### src/rtl/move_sequencer_if.sv
// move_sequencer_if
//   Groups the two handshake buses of the move sequencer:
//   - command push bus : cmd_valid, cmd_ndegs, cmd_ready
//   - driver bus       : step_enable, step_ndegs (launch), step_busy (driver motor_en)
//   Modports:
//   - slave  : the sequencer (accepts commands, drives the motor driver)
//   - master : the surroundings (command source plus motor driver)
interface move_sequencer_if;
    logic        cmd_valid;
    logic [15:0] cmd_ndegs;
    logic        cmd_ready;
    logic        step_enable;
    logic [15:0] step_ndegs;
    logic        step_busy;

    modport slave (
        input  cmd_valid,
        input  cmd_ndegs,
        output cmd_ready,
        output step_enable,
        output step_ndegs,
        input  step_busy
    );

    modport master (
        output cmd_valid,
        output cmd_ndegs,
        input  cmd_ready,
        input  step_enable,
        input  step_ndegs,
        output step_busy
    );
endinterface

### src/rtl/move_sequencer.sv
// move_sequencer
//   Command queue and launcher placed in front of a degree-stepping motor driver.
//   Rotation amounts are buffered in a circular FIFO. Each one is launched by
//   raising step_enable with step_ndegs held stable. The driver's busy flag then
//   tracks the move until it completes. A programmable dwell separates
//   consecutive moves. A driver that never starts raises a sticky fault.
//
//   Ports:
//     clk          16 MHz system clock
//     reset_n      asynchronous active-low reset
//     bus          command push bus and driver bus (slave side)
//     abort        level-sensitive flush of the queue; clears the fault
//     move_done    one-cycle pulse when a move completes
//     moves_done   completed-move counter, wraps modulo 2^16
//     queue_level  number of queued entries
//     seq_idle     sequencer idle and queue empty
//     fault        sticky start-timeout flag
module move_sequencer #(
    parameter int DEPTH         = 8,      // power of two, >= 2
    parameter int DWELL_CYCLES  = 16000,  // 0 disables the dwell
    parameter int START_TIMEOUT = 16      // >= 3
) (
    input  logic                   clk,
    input  logic                   reset_n,
    move_sequencer_if.slave        bus,
    input  logic                   abort,
    output logic                   move_done,
    output logic [15:0]            moves_done,
    output logic [$clog2(DEPTH):0] queue_level,
    output logic                   seq_idle,
    output logic                   fault
);
    localparam int AW = $clog2(DEPTH);
    localparam int TW = $clog2(START_TIMEOUT);
    localparam int DW = (DWELL_CYCLES > 1) ? $clog2(DWELL_CYCLES) : 1;

    // Terminal counts. Both counters stop at these values, so they never wrap.
    localparam logic [TW-1:0] TIMEOUT_LAST = TW'(START_TIMEOUT - 1);
    localparam logic [DW-1:0] DWELL_LAST   = DW'((DWELL_CYCLES > 0) ? DWELL_CYCLES - 1 : 0);
    localparam logic [AW:0]   FULL_LEVEL   = (AW + 1)'(DEPTH);

    typedef enum logic [2:0] {
        S_IDLE,
        S_LAUNCH,
        S_RUN,
        S_DWELL,
        S_FAULT
    } state_t;

    state_t        state;
    logic [15:0]   mem [DEPTH];
    logic [AW-1:0] rd_ptr;
    logic [AW-1:0] wr_ptr;
    logic [TW-1:0] timeout_cnt;
    logic [DW-1:0] dwell_cnt;
    logic          push;
    logic          pop;

    // A fault or an abort refuses pushes, so nothing sneaks into a queue
    // that is being flushed.
    assign bus.cmd_ready = (queue_level != FULL_LEVEL) && !abort && !fault;
    assign push          = bus.cmd_valid && bus.cmd_ready;

    // The head is consumed only from IDLE. A freshly written entry reaches the
    // state machine one cycle later through queue_level (no bypass path).
    assign pop      = (state == S_IDLE) && (queue_level != '0) && !abort;
    assign seq_idle = (state == S_IDLE) && (queue_level == '0);

    // NOTE: the storage array has no reset. An entry is read only after it has
    // been written, and queue_level guards every read, so clearing it would add
    // reset fan-out and buy nothing.
    always_ff @(posedge clk) begin
        if (push) begin
            mem[wr_ptr] <= bus.cmd_ndegs;
        end
    end

    // Pointers wrap naturally because DEPTH is a power of two. The separate
    // level counter distinguishes full from empty.
    always_ff @(posedge clk or negedge reset_n) begin
        if (!reset_n) begin
            rd_ptr      <= '0;
            wr_ptr      <= '0;
            queue_level <= '0;
        end else if (abort) begin
            rd_ptr      <= '0;
            wr_ptr      <= '0;
            queue_level <= '0;
        end else begin
            if (push) begin
                wr_ptr <= wr_ptr + 1'b1;
            end
            if (pop) begin
                rd_ptr <= rd_ptr + 1'b1;
            end
            if (push && !pop) begin
                queue_level <= queue_level + 1'b1;
            end else if (pop && !push) begin
                queue_level <= queue_level - 1'b1;
            end
        end
    end

    // NOTE: every register here uses non-blocking assignment, so all branches
    // see the pre-edge values of state and the counters regardless of
    // statement order.
    always_ff @(posedge clk or negedge reset_n) begin
        if (!reset_n) begin
            state           <= S_IDLE;
            bus.step_enable <= 1'b0;
            bus.step_ndegs  <= '0;
            move_done       <= 1'b0;
            moves_done      <= '0;
            fault           <= 1'b0;
            timeout_cnt     <= '0;
            dwell_cnt       <= '0;
        end else begin
            move_done <= 1'b0;
            case (state)
                S_IDLE: begin
                    if (pop) begin
                        bus.step_ndegs  <= mem[rd_ptr];
                        bus.step_enable <= 1'b1;
                        timeout_cnt     <= '0;
                        state           <= S_LAUNCH;
                    end
                end

                // The driver's start takes priority. Once it has started it
                // cannot be stopped, so even a concurrent abort must let the
                // move be tracked to completion in RUN.
                S_LAUNCH: begin
                    if (bus.step_busy) begin
                        bus.step_enable <= 1'b0;
                        state           <= S_RUN;
                    end else if (abort) begin
                        bus.step_enable <= 1'b0;
                        state           <= S_IDLE;
                    end else if (timeout_cnt == TIMEOUT_LAST) begin
                        bus.step_enable <= 1'b0;
                        fault           <= 1'b1;
                        state           <= S_FAULT;
                    end else begin
                        timeout_cnt <= timeout_cnt + 1'b1;
                    end
                end

                // Abort is deliberately ignored here. Completion is the first
                // sample of busy low, which also covers a one-cycle busy pulse
                // from a zero-degree move.
                S_RUN: begin
                    if (!bus.step_busy) begin
                        move_done  <= 1'b1;
                        moves_done <= moves_done + 1'b1;
                        dwell_cnt  <= '0;
                        state      <= (DWELL_CYCLES == 0) ? S_IDLE : S_DWELL;
                    end
                end

                S_DWELL: begin
                    if (abort || (dwell_cnt == DWELL_LAST)) begin
                        state <= S_IDLE;
                    end else begin
                        dwell_cnt <= dwell_cnt + 1'b1;
                    end
                end

                S_FAULT: begin
                    if (abort) begin
                        fault <= 1'b0;
                        state <= S_IDLE;
                    end
                end

                default: begin
                    state <= S_IDLE;
                end
            endcase
        end
    end
endmodule

### src/flat_wrapper.sv
// flat-port wrapper written by rule: the top's interface ports become plain ports
module move_sequencer_flat 
#(
    parameter int DEPTH         = 8,                           
    parameter int DWELL_CYCLES  = 16000,                         
    parameter int START_TIMEOUT = 16             
)
  (clk, reset_n, abort, move_done, moves_done, queue_level, seq_idle, fault, bus_cmd_valid, bus_cmd_ndegs, bus_cmd_ready, bus_step_enable, bus_step_ndegs, bus_step_busy);
  move_sequencer_if bus_i ();
  input  logic clk;
  input  logic reset_n;
  input  logic abort;
  output logic move_done;
  output logic [15:0] moves_done;
  output logic [$clog2(DEPTH):0] queue_level;
  output logic seq_idle;
  output logic fault;
  input wire logic [$bits(bus_i.cmd_valid)-1:0] bus_cmd_valid;
  input wire logic [$bits(bus_i.cmd_ndegs)-1:0] bus_cmd_ndegs;
  output wire logic [$bits(bus_i.cmd_ready)-1:0] bus_cmd_ready;
  output wire logic [$bits(bus_i.step_enable)-1:0] bus_step_enable;
  output wire logic [$bits(bus_i.step_ndegs)-1:0] bus_step_ndegs;
  input wire logic [$bits(bus_i.step_busy)-1:0] bus_step_busy;
  assign bus_i.cmd_valid = bus_cmd_valid;
  assign bus_i.cmd_ndegs = bus_cmd_ndegs;
  assign bus_cmd_ready = bus_i.cmd_ready;
  assign bus_step_enable = bus_i.step_enable;
  assign bus_step_ndegs = bus_i.step_ndegs;
  assign bus_i.step_busy = bus_step_busy;
  move_sequencer #(.DEPTH(DEPTH), .DWELL_CYCLES(DWELL_CYCLES), .START_TIMEOUT(START_TIMEOUT)) u_core (.clk(clk), .reset_n(reset_n), .bus(bus_i), .abort(abort), .move_done(move_done), .moves_done(moves_done), .queue_level(queue_level), .seq_idle(seq_idle), .fault(fault));
endmodule
### config.mk
export PLATFORM = sky130hd
export DESIGN_NAME = move_sequencer_flat
export DESIGN_NICKNAME = d
export VERILOG_FILES = /design/src/rtl/move_sequencer_if.sv /design/src/rtl/move_sequencer.sv /design/src/flat_wrapper.sv
export SDC_FILE = /design/constraint.sdc
export NUM_CORES = 1
export LEC_CHECK = 0
export ABC_AREA = 1
export CORE_MARGIN = 2
export CORE_UTILIZATION = 45
export CTS_BUF_LIST = sky130_fd_sc_hd__clkbuf_8
export DETAILED_ROUTE_END_ITERATION = 10
export PLACE_DENSITY = 0.7
export SLEW_MARGIN = 25
export SYNTH_ARGS = -nofsm -noshare
export SYNTH_HDL_FRONTEND = slang
export SYNTH_SLANG_ARGS = --single-unit
export TNS_END_PERCENT = 10
### constraint.sdc
create_clock -name clk -period 3.25 [get_ports clk]
set_input_delay 0.4875 -clock clk [delete_from_list [all_inputs] [get_ports clk]]
set_output_delay 0.4875 -clock clk [all_outputs]
set_load 0.03 [all_outputs]
==> results of run 1 <==
==> flip-flops by register name (all words and copies together) (netlist names) <==
name / cells
u_core.wr_ptr: 3
u_core.state: 3
u_core.rd_ptr: 3
u_core.move_done: 1
u_core.mem: 128
u_core.fault: 1
u_core.queue_level: 4
u_core.bus.step_ndegs: 16
u_core.dwell_cnt: 14
u_core.timeout_cnt: 4
u_core.bus.step_enable: 1
u_core.moves_done: 16
==> cell type report <==
| class | count | area share, % |
|---|---|---|
| flip-flops and latches | 194 | 55.6 |
| multi-input cells | 570 | 28.1 |
| repair buffers | 77 | 7.36 |
| well taps | 234 | 2.96 |
| clock buffers | 17 | 2.37 |
| clock inverters | 15 | 1.86 |
| inverters | 47 | 1.81 |
==> cells in the mapped netlist, drive strengths merged, types with 5 or more instances <==
cell	instances	area, um^2
ha	7	87.6
nor3	5	36.3
edfxtp	128	3840
buf	18	115
nand2	192	756
nor2	161	624
nand3	48	263
a21oi	8	51.3
xnor2	6	52.6
xor2	16	140
o211ai	32	240
dfrtp	66	1650
o21ai	79	395
nand4	11	68.8
inv	46	175
clkbuf	14	52.6
==> worst paths after layout <==
path,from,endpoint,slack (ns),depth (start not counted)
min,reset_n,u_core.timeout_cnt[2],0.12,1
min reg2reg,u_core.bus.step_ndegs[2],u_core.bus.step_ndegs[2],0.49,2
max,u_core.queue_level[1],seq_idle,0.68,4
max reg2reg,u_core.queue_level[0],u_core.queue_level[3],1.12,14
max in group asynchronous,reset_n,u_core.bus.step_ndegs[10],2.58,1
min in group clk,u_core.bus.step_ndegs[2],u_core.bus.step_ndegs[2],0.49,2
==> layer usage <==
metal / part of all wire [%] / vias up / global-route usage (%)
li1: - / 2982 / -
met1: 46 / 2835 / 25.3
met2: 48 / 114 / 30.6
met3: 4.1 / 24 / 3.80
met4: 1.9 / 0 / 7.03
met5: 0 / - / 0
==> metrics by stage <==
step           hold slack [ns]  instance area [um^2]  instances  total power, mW
3_3_place_gp             0.470                  9470       1122             5.47
2_1_floorplan            0.192                  8610        843             4.72
6_report                 0.124                  9890       1154             7.04
4_1_cts                  0.129                  9890       1154             7.10
3_5_place_dp             0.469                  9470       1122             5.51
5_1_grt                  0.179                  9890       1154             7.48
==> cells in the final DEF (no fill, tap or decap), drive strengths merged <==
cell / n
dfrtp: 66
bufinv: 1
clkdlybuf4s50: 60
buf: 17
clkinvlp: 3
xnor2: 6
nand2: 192
nor3: 5
o21a: 1
o211ai: 32
nand4: 11
inv: 54
nand3: 48
edfxtp: 128
or2: 1
nand3b: 1
a21oi: 8
nor2: 161
clkbuf: 17
xor2: 16
o21ai: 79
ha: 7
a2bb2oi: 1
clkinv: 4
fa: 1
==> kinds of logic (layout without fill, tap and decap cells) <==
family,Yosys count,in the layout
compound gates,121,121
xor+xnor,22,22
fa+ha+maj,8,8
buf+inv,79,156
flops,194,194
simple gates,419,419
==> power by group through the flow <==
stage / Sequential, mW / Combinational, mW / Clock [mW]
finish: 3.17 / 2.27 / 1.60
floorplan: 3.52 / 1.21 / 0
global placement: 3.22 / 2.24 / 0
global route: 3.22 / 2.53 / 1.74
CTS: 3.17 / 2.29 / 1.63
detailed placement: 3.23 / 2.29 / 0
==> metrics, run 1 <==
status=finished clean; Pleak=between 3 and 4 nW; die width=142 um; detailed placement HPWL=roughly 11000 um; Hold Buf Count CTS=0; crit path max fanout=5; clk root buf=clkbuf_8; # setup viols final=0; ys flop type=edfxtp_1; multi-input logic area=2780 um^2; RSZ-0062 raised after global routing=false; Worst-Margin Slew=0.857 ns; Die Span Y=142 um; initial antenna violation count=0; Row Count=50; WS Path Type=reg -> out; critical path launch point type=flip-flop; Post-CTS Setup Bufs=0; clock skew=0.0171 ns; fin. max-slew vios=0; H-tree levels=4; CP endpoint kind=primary output; CTS Buf Count=17; max cap viols=0; Crit path required time=~2.8 ns; XOR/XNOR share of the synthesized area=2.24%; maximum vdd drop=0.355 mV; switch share=37.8%; via count=5955; headroom to the max-slew limit=42.8%; CTS tree=yes; register area share after synthesis=63.8%; PwrDens=712 nW/um^2; Comb power frac=32.2%; Vias/cell=roughly 5.2; share of cells above drive strength 1=slightly above 8%; Hold Crit Class=in -> async; IO Pins=62; Clk Latency, worst-skew pair=0.48 ns; Post-DRT Antenna Nets=0; DRC=0; GRT overflow=0; Antenna Cells=0; Adder-Cell Fraction of Synth Area=between 1 and 1.5%; P_int=4.38 mW; Largest delay share family, worst path=buffers and inverters; Hold Vio Cnt, Final=0; Final WS setup=0.684 ns; Routed WL=17900 um; Routed WL per cell=about 15 um; CTS resizes=0; synth-to-layout area growth=14.9%; WP data arrival=roughly 2.1 ns; Clk pwr share=22.8%; main combinational cell family by area after synthesis=simple AND/OR/NAND/NOR gates; area of all sequential standard cells=5500 um^2; Synth Net Count=872; Seq cells post-synth=194; first-pass GRT wire length=about 30000 um; Synth async-reset ratio=34.0%; Total GRT Usage=roughly a fifth; GPL Wtd Cong=0.836; CP bufs+invs=1; # port buffers=61; DR iter-0 viols=387; clk buf depth=2; core outline area=18800 um^2; Worst-path clk slew=about 0.090 ns; Synth Area in Compound Gates=approximately 8.2%; fin util=52.7%; cells after synthesis=843; Initial Util=roughly 46%; FMAX=390 MHz; Worst path max stage delay=just under 0.7 ns; fillers=about 1.6k; min Tclk post-route=2.57 ns; clock sinks=between 150 and 200; yosys warns=0; drt first pass iters=6; multiplexer share of the synthesized area=0%; Post-Place Setup Slack=0.547 ns; DIE AREA=20200 um^2; Nets=936; simple-gate share of the synthesized area=between 20% and 30%; number of global-route vias before repair=5749; sequential power share=45.0%; Post-synth EDFFs=128; slowest cell on the critical path=clkdlybuf4s50_1; Post-Syn Area=8610 um^2; Final Cycle Share=roughly 79%; P_sw=between 2 and 3 mW; largest net degree at the start of global routing=between 60 and 70; setup TNS=0 ns; library cells used by synthesis=33; most used cell, CP=nor2_1; Synth Area per Inst=10.2 um^2; CP cell instances=nor2_1 > nand2_1 > nor2_1 > clkdlybuf4s50_1
(Power assumes the default switching activity.)
==> inputs of run 2 (changes only) <==
==> constraint.sdc (replaced) <==
create_clock -name clk -period 2.66 [get_ports clk]
set_input_delay 0.399 -clock clk [delete_from_list [all_inputs] [get_ports clk]]
set_output_delay 0.399 -clock clk [all_outputs]
set_load 0.03 [all_outputs]
==> metrics, run 2 (synthesis gave the netlist of run 1 again) <==
Die Span Y=142 um; critical path launch point type=flip-flop; IO Pins=62; Pleak=around 3.9 nW; first-pass GRT wire length=about 30000 um; WP data arrival=roughly 1.9 ns; core outline area=18800 um^2; PwrDens=866 nW/um^2; maximum vdd drop=roughly 0.46 mV; via count=6096; Nets=~940; number of global-route vias before repair=a little under 6k; status=finished clean; die width=~140 um; highest-count cells in the layout ignoring fill and taps=nand2_1 (184), nor2_1 (157), edfxtp_1 (128), o21ai_0 (79), dfrtp_1 (66); DRC=0; FMAX=430 MHz; Hold Vio Cnt, Final=0; DR iter-0 viols=about 440; WP depth=5; clk root buf=clkbuf_8; Worst-Margin Slew=between 0.8 and 0.9 ns; share of cells above drive strength 1=8.56%; fin util=a little over half; drt first pass iters=4; Worst path max stage delay=0.58 ns; Antenna Cells=0; largest register by flop count=u_core.mem; fin area=9890 um^2; number of flip-flops under the largest register name=128; slowest cell on the critical path=clkdlybuf4s50_1; setup TNS=0 ns; biggest regs=u_core.mem: 128 flops, u_core.bus.step_ndegs: 16 flops, u_core.moves_done: 16 flops; synth-to-layout area growth=14.9%; H-tree levels=4; Row Count=50; fin. max-slew vios=0; Largest delay share family, worst path=buffers and inverters; Post-CTS Setup Bufs=0; commonest non-fill, non-tap cell in the layout=nand2_1; CTS tree=yes; Vias/cell=5.27; Clk Latency, worst-skew pair=0.48 ns; Routed WL=18400 um; Final Cycle Share=87.3%; Hold Crit Class=in -> async; GPL Wtd Cong=0.830; R2R depth=14; CTS Buf Count=17; crit path max fanout=5; Crit path required time=2.26 ns; placed instance area=9490 um^2; Initial Util=45.9%; CP bufs+invs=2; initial antenna violation count=0; min Tclk post-route=2.32 ns; Routed WL per cell=around 16 um; RSZ-0062 raised after global routing=false; fillers=1659; clock skew=0.0180 ns; # setup viols final=0; # port buffers=a little over 60; DIE AREA=about 20000 um^2; worst hold slack=around 0.039 ns; largest net degree at the start of global routing=67; Worst-path clk slew=0.11 ns; clock sinks=194; max cap viols=0; Total GRT Usage=19.2%; GRT overflow=0; headroom to the max-slew limit=42.2%; CP cell instances=nor2_1 > nand3_1 > nand2_1 > inv_1 > clkdlybuf4s50_1; detailed placement HPWL=11400 um; Post-DRT Antenna Nets=0; clk buf depth=2; CP endpoint kind=primary output; WS Path Type=reg -> out
## run 2: cell types whose count changed in the layout (fill, tap and decap cells not counted), sizes merged
cell | before | now
clkinvlp | 3 | 2
bufinv | 1 | 0
clkinv | 4 | 6
clkdlybuf4s50 | 60 | 59
dlymetal6s2s | 0 | 1
buf | 17 | 20
## run 2: per-layer routing
metal,part of all wire [%],track usage [%]
met5,0,0
met4,1.1,5.68
met3,4.3,4.07
met2,49,31.6
met1,45,25.9
## run 2: repair_timing
| action | 4_1_cts | 5_1_grt |
|---|---|---|
| hold buffers | 0 | 0 |
| resized for setup | 0 | 1 |
| endpoints found under the setup margin | 0 | 1 |
## run 2: stage by stage
stage,instances,power (mW),setup WS (ns)
2_1_floorplan,843,5.77,-0.0178
3_3_place_gp,1125,6.71,0.259
3_5_place_dp,1125,6.77,0.176
4_1_cts,1157,8.64,0.130
5_1_grt,1157,9.10,0.216
6_report,1157,8.56,0.337
## run 2: power breakdown
| group | internal, mW | switching (mW) | leakage [nW] | total [mW] |
|---|---|---|---|---|
| Sequential | 3.57 | 0.316 | 2.02 | 3.89 |
| Clock | 0.714 | 1.17 | 0.197 | 1.88 |
| Combinational | 0.984 | 1.81 | 1.65 | 2.79 |
| Total | 5.27 | 3.29 | 3.87 | 8.56 |
## run 2: area by class of cell
type | count | area [um^2] | share of cell area, %
Sequential cell | 194 | 5500 | 55.6
Clock buffer | 17 | 234 | 2.37
Tap cell | 234 | 293 | 2.96
Timing Repair Buffer | 80 | 753 | 7.61
Multi-Input combinational cell | 570 | 2780 | 28.1
Clock inverter | 15 | 163 | 1.64
Inverter | 47 | 179 | 1.81
## run 2: path summary, 6_finish.rpt
path | startpoint | end | slack, ns
worst max-delay path | u_core.queue_level[1] | bus_cmd_ready | 0.34
worst min-delay path | reset_n | u_core.bus.step_ndegs[2] | 0.04
worst max register to register | u_core.queue_level[1] | u_core.queue_level[3] | 0.57
worst min register to register | u_core.bus.step_ndegs[15] | u_core.bus.step_ndegs[15] | 0.50
max in group asynchronous | reset_n | u_core.bus.step_ndegs[10] | 2.06
min in group clk | u_core.bus.step_ndegs[15] | u_core.bus.step_ndegs[15] | 0.50
==> variant 1: new RTL, config.mk and constraints of run 2 <==
`DWELL_CYCLES` is set to 16000 in 2 places; all go to 4000.
--- a/src/rtl/move_sequencer.sv
+++ b/src/rtl/move_sequencer.sv
@@ -19,3 +19,3 @@
     parameter int DEPTH         = 8,      // power of two, >= 2
-    parameter int DWELL_CYCLES  = 16000,  // 0 disables the dwell
+    parameter int DWELL_CYCLES  = 4000,  // 0 disables the dwell
     parameter int START_TIMEOUT = 16      // >= 3
--- a/src/flat_wrapper.sv
+++ b/src/flat_wrapper.sv
@@ -4,3 +4,3 @@
     parameter int DEPTH         = 8,                           
-    parameter int DWELL_CYCLES  = 16000,                         
+    parameter int DWELL_CYCLES  = 4000,                         
     parameter int START_TIMEOUT = 16             
Check against the original RTL: no difference found for any inputs over 4 cycles, from zero or initial values and one cycle with reset_n low; that may be too few to reach the edited logic, so the function may still have changed.
==> variant 1 against run 2 <==
  * Cell count fell by 2.7%
  * Wire length is 2.0% lower
  * Die area fell by 1.6%
  * Synthesized area fell by 1.7%
  * Sequential cell count shrank 2
  * Sequential share of layout area decreased by 0.18 points
  * Worst setup slack about the same
  * Power up 4.8%
  * Cell area is 0.58% lower
==> variant 1: results (changes against run 2) <==
The most common cell in the netlist is sky130_fd_sc_hd__nand2_1. The worst slew slack as a fraction of its limit is 42.7% (+0.50 points). The via count of the first global-routing pass is 5911 (+0.63%). The fraction of registers with async set/reset came out at 33.3% (-0.69 points). The filler cell count in the final layout is 1579 (-4.8%). The global-route wire length before repair came out at 29800 µm (-0.55%). The total length of routed wires is 18100 µm (-2.0%).

The violation count after the first detailed-routing iteration is 401 (-8.2%). The total nets after synthesis was 838 (-3.9%). The delay of the slowest cell on the worst path is 670 ps (+90 ps).

The maximum root-to-sink buffer count is 2 (unchanged). The path class of the tightest hold or removal check is input pin to async pin. By area the synthesized netlist is led by sky130_fd_sc_hd__edfxtp_1 (45%), sky130_fd_sc_hd__dfrtp_1 (19%), sky130_fd_sc_hd__nand2_1 (7.0%).

The worst slack after detailed placement is 206 ps (+29.2 ps). The flow ran to the end, and the final reports show no timing, DRC or antenna violations. The routability congestion estimate came out at 0.817 (-1.6%). The vias per cell is 5.30 (+0.66%).

The number of standard cells in the layout, taps in and fillers out is 1126 (-2.7%). The final worst clock skew was 12.1 ps (-5.88 ps). The first-pass iteration count of the detailed router came to 5 (+1). The register area share after synthesis is 64.4% (+0.50 points). The total cell area at the placement stage is 0.00944 mm² (-0.58%). Sorting the synthesized cells by how often they occur yields sky130_fd_sc_hd__nand2_1 (158), sky130_fd_sc_hd__nor2_1 (142), sky130_fd_sc_hd__edfxtp_1 (128). The fraction of final layout cells with drive strength greater than 1 is 8.97% (+0.41 points).

The leakage power total came out at 0.00378 µW (-2.4%). The cell count of the worst reg-to-reg path is 14 (unchanged). The worst ir drop on vdd was 0.460 mV (+0.23%). The cell count after synthesis is 809 (-4.0%).

The total number of nets in the final design came out at 908 (-3.3%). The total global-route track usage is 19.0% (-0.25 points). The insertion delay to the later sink of the worst-skew pair is 460 ps (-20 ps). The number of distinct standard cells referenced by the synthesized netlist came out at 38 (+15%). The half-perimeter wire length after placement came out at 11500 µm (+0.48%).
## variant 1: cell types whose count changed in the layout (fill, tap and decap cells not counted), moves of 5 or more
cell	change
sky130_fd_sc_hd__nand3_1	+5
sky130_fd_sc_hd__xor2_1	-6
sky130_fd_sc_hd__nand2_1	-26
sky130_fd_sc_hd__buf_4	-5
sky130_fd_sc_hd__o21ai_2	+5
sky130_fd_sc_hd__nor2_1	-15
sky130_fd_sc_hd__buf_12	+6
## variant 1: worst max path at each step
stage               slack, ps                                end                         startpoint
global placement          250  u_core.queue_level[3]$_DFFE_PN0P_                              abort
finish                    340                      bus_cmd_ready  u_core.queue_level[3]$_DFFE_PN0P_
CTS                        50                           seq_idle  u_core.queue_level[1]$_DFFE_PN0P_
floorplan                 320         u_core.mem[0][0]$_DFFE_PP_  u_core.queue_level[1]$_DFFE_PN0P_
global route              240                      bus_cmd_ready  u_core.queue_level[3]$_DFFE_PN0P_
detailed placement        210  u_core.queue_level[3]$_DFFE_PN0P_                              abort
## variant 1: per-layer routing
layer	track usage (%)	vias up	part of all wire [%]
met1	25.3	2938	46
li1	-	2906	-
met3	3.74	10	3.7
met4	3.84	0	0.64
met2	32.5	118	50
met5	0	-	0
## variant 1: through the flow
stage	power (µW)	hold WS, ps
final	8970	41.3
after global placement	7100	464
after global routing	9550	94.3
after floorplan	6050	103
after CTS	9040	54.9
after detailed placement	7170	469
## variant 1: where the power goes
part           internal [µW]  switching [µW]  total (µW)
clock                    766            1120        1890
sequential              3570             314        3880
combinational           1140            2070        3200
total                   5470            3500        8970
## variant 1: worst max-delay path: cells and delay by family (launching register included)
kind / cells / cell delay, ps
flops: 1 / 450
simple gates: 3 / 160
buf+inv: 3 / 860
## variant 1: final cells by class
class	count	area [µm²]	share of cell area, %
Timing Repair Buffer	82	841	8.55
Clock buffer	20	275	2.80
Inverter	47	176	1.79
Clock inverter	12	119	1.21
Sequential cell	192	5450	55.4
Multi-Input combinational cell	539	2690	27.3
Tap cell	234	293	2.98
## variant 1: cell families after synthesis
| group | synth area share, % |
|---|---|
| buf+inv | 3.92 |
| compound gates | 8.78 |
| flops | 64.4 |
| xor+xnor | 1.76 |
| fa+ha+maj | 1.27 |
| simple gates | 19.9 |
## variant 1: repair_timing
item | in CTS | in global routing
endpoints found under the setup margin | 0 | 1
endpoints found under the hold margin | 0 | 0
gates resized for setup | 0 | 1
==> variant 2: new RTL, flow settings as in run 2 <==
Made on the original files. Re-encode `state_t` (5 states) as one-hot, 5 bits wide.
--- a/src/rtl/move_sequencer.sv
+++ b/src/rtl/move_sequencer.sv
@@ -41,8 +41,8 @@
 
-    typedef enum logic [2:0] {
-        S_IDLE,
-        S_LAUNCH,
-        S_RUN,
-        S_DWELL,
-        S_FAULT
+    typedef enum logic [4:0] {
+        S_IDLE   = 5'b00001,
+        S_LAUNCH = 5'b00010,
+        S_RUN    = 5'b00100,
+        S_DWELL  = 5'b01000,
+        S_FAULT  = 5'b10000
     } state_t;
Formal check against the unedited RTL: no difference found for any inputs over 10 cycles, from zero or initial values and one cycle with reset_n low; not proved beyond that.
==> variant 2 against run 2 <==
  * Worst setup slack better by 48 ps
  * Via count down 2.4%
  * Die area up 0.45%
  * Critical path depth rose by 1
  * Synthesized area rose by 0.47%
  * Sequential cell count grew 2
  * Wire length shrank 5.1%
  * First-iteration DRC count down 0.46%
  * Cell area is 0.37% lower
  * Clock skew down 5.0 ps
  * Power decreased by 4.2%
  * Critical endpoint unchanged
  * Largest cell class unchanged
==> variant 2: results (changes against run 2) <==
The final worst clock skew came out at 13.0 ps (-4.97 ps). The reported net switching power is 3000 µW (-9.0%). The total number of nets in the final design came out at 926 (-1.4%). The insertion delay to the later sink of the worst-skew pair came out at 460 ps (-20 ps).

The post-route fraction of the period consumed by the critical path was 85.5% (-1.8 points). The delay of the slowest cell on the worst path is 660 ps (+80 ps). The total length of routed wires came out at 17500 µm (-5.1%).

The total global-route track usage came to 18.3% (-0.89 points). The complex-gate fraction of the synthesized area is 8.45% (+0.28 points). The leakage power total came out at 0.00391 µW (+1.0%).

The vias per cell came out at 5.20 (-1.3%). The startpoint identified for the worst register-to-register timing path is u_core.state[3]$_DFFE_PN0P_. The slack of the worst reg-to-reg path is 550 ps (-20 ps). The pin count of the biggest net entering global routing came to 69 (+3.0%). The total nets after synthesis came to 862 (-1.1%). The number of distinct standard cells referenced by the synthesized netlist came out at 36 (+9.1%).

The worst slack after detailed placement is 260 ps (+83.7 ps). The run finished with clean final reports. The register area share after synthesis is 64.1% (+0.30 points). Sorting the synthesized cells by area gives the leading types as sky130_fd_sc_hd__edfxtp_1 (44%), sky130_fd_sc_hd__dfrtp_1 (19%), sky130_fd_sc_hd__nand2_1 (6.7%). The half-perimeter wire length after placement is 10900 µm (-4.4%). The violation count after the first detailed-routing iteration is 435 (-0.46%). The commonest cells after synthesis are sky130_fd_sc_hd__nand2_1 (155), sky130_fd_sc_hd__nor2_1 (150), sky130_fd_sc_hd__edfxtp_1 (128). The arrival time at the worst endpoint is 1880 ps (-40 ps). The fraction of registers with async set/reset came out at 34.7% (+0.67 points). The filler cell count in the final layout came out at 1690 (+1.9%). The fraction of final layout cells with drive strength greater than 1 came out at 8.35% (-0.21 points). The worst ir drop on vdd came out at 0.361 mV (-21%). The routability congestion estimate came out at 0.876 (+5.5%). The global-route wire length before repair was 29100 µm (-3.1%). The arithmetic-cell share of the synthesized area counting full adders, half adders and majority gates is 1.24% (-0.0058 points).
## variant 2: worst max path at each step
stage                                            from                           endpoint  depth (start not counted)
CTS                       u_core.state[0]$_DFFE_PN1P_                           seq_idle                          5
finish              u_core.queue_level[3]$_DFFE_PN0P_                      bus_cmd_ready                          6
global route        u_core.queue_level[3]$_DFFE_PN0P_                      bus_cmd_ready                          6
floorplan           u_core.queue_level[1]$_DFFE_PN0P_         u_core.mem[0][0]$_DFFE_PP_                          6
detailed placement                              abort  u_core.queue_level[3]$_DFFE_PN0P_                         14
global placement                                abort  u_core.queue_level[3]$_DFFE_PN0P_                         14
## variant 2: cell families after synthesis
family          after synthesis
buf+inv                      89
xor+xnor                     21
fa+ha+maj                     8
flops                       196
simple gates                395
compound gates              124
## variant 2: area by class of cell
class | instances | area (µm²) | share of cell area [%]
clock buffers | 17 | 234 | 2.37
clock inverters | 15 | 108 | 1.09
inverters | 55 | 206 | 2.09
multi-input cells | 548 | 2720 | 27.6
flip-flops and latches | 196 | 5550 | 56.3
well taps | 234 | 293 | 2.97
repair buffers | 79 | 746 | 7.57
## variant 2: per-layer routing
layer / vias up / share of wire (%) / track usage, %
li1: 2965 / - / -
met1: 2845 / 45 / 24.0
met2: 119 / 49 / 30.9
met3: 23 / 4.1 / 3.59
met4: 0 / 1.4 / 5.78
met5: - / 0 / 0
## variant 2: through the flow
step | util, % | cells | total power, µW | hold slack, ps | instance area [µm²]
2_1_floorplan | - | 833 | 5690 | 103 | 8650
3_3_place_gp | 50.7 | 1112 | 6550 | 469 | 9510
3_5_place_dp | 50.7 | 1112 | 6590 | 470 | 9510
4_1_cts | 52.5 | 1144 | 8290 | 74.5 | 9850
5_1_grt | 52.5 | 1144 | 8750 | 104 | 9860
6_report | 52.5 | 1144 | 8210 | 55.7 | 9860
## variant 2: worst register-to-register path, cell delays in order (launching register included)
cell and delay, ps:
sky130_fd_sc_hd__dfrtp_1 440, sky130_fd_sc_hd__nor2_4 200, sky130_fd_sc_hd__nand2_2 100, sky130_fd_sc_hd__nor2_4 150, sky130_fd_sc_hd__nand3_4 80, sky130_fd_sc_hd__nand2_2 150
sky130_fd_sc_hd__ha_1 300, sky130_fd_sc_hd__a21oi_1 200, sky130_fd_sc_hd__nand3_1 90, sky130_fd_sc_hd__nand2_1 90, sky130_fd_sc_hd__inv_1 40, sky130_fd_sc_hd__nand2_1 50
sky130_fd_sc_hd__nand2_1 40, sky130_fd_sc_hd__nand2_1 50, sky130_fd_sc_hd__nand2_1 50
## variant 2: power by group through the flow
stage	Clock [µW]	Combinational, µW	Sequential (µW)
detailed placement	0	2620	3980
floorplan	0	1410	4280
CTS	1750	2620	3920
global route	1890	2900	3970
global placement	0	2570	3980
finish	1710	2580	3920
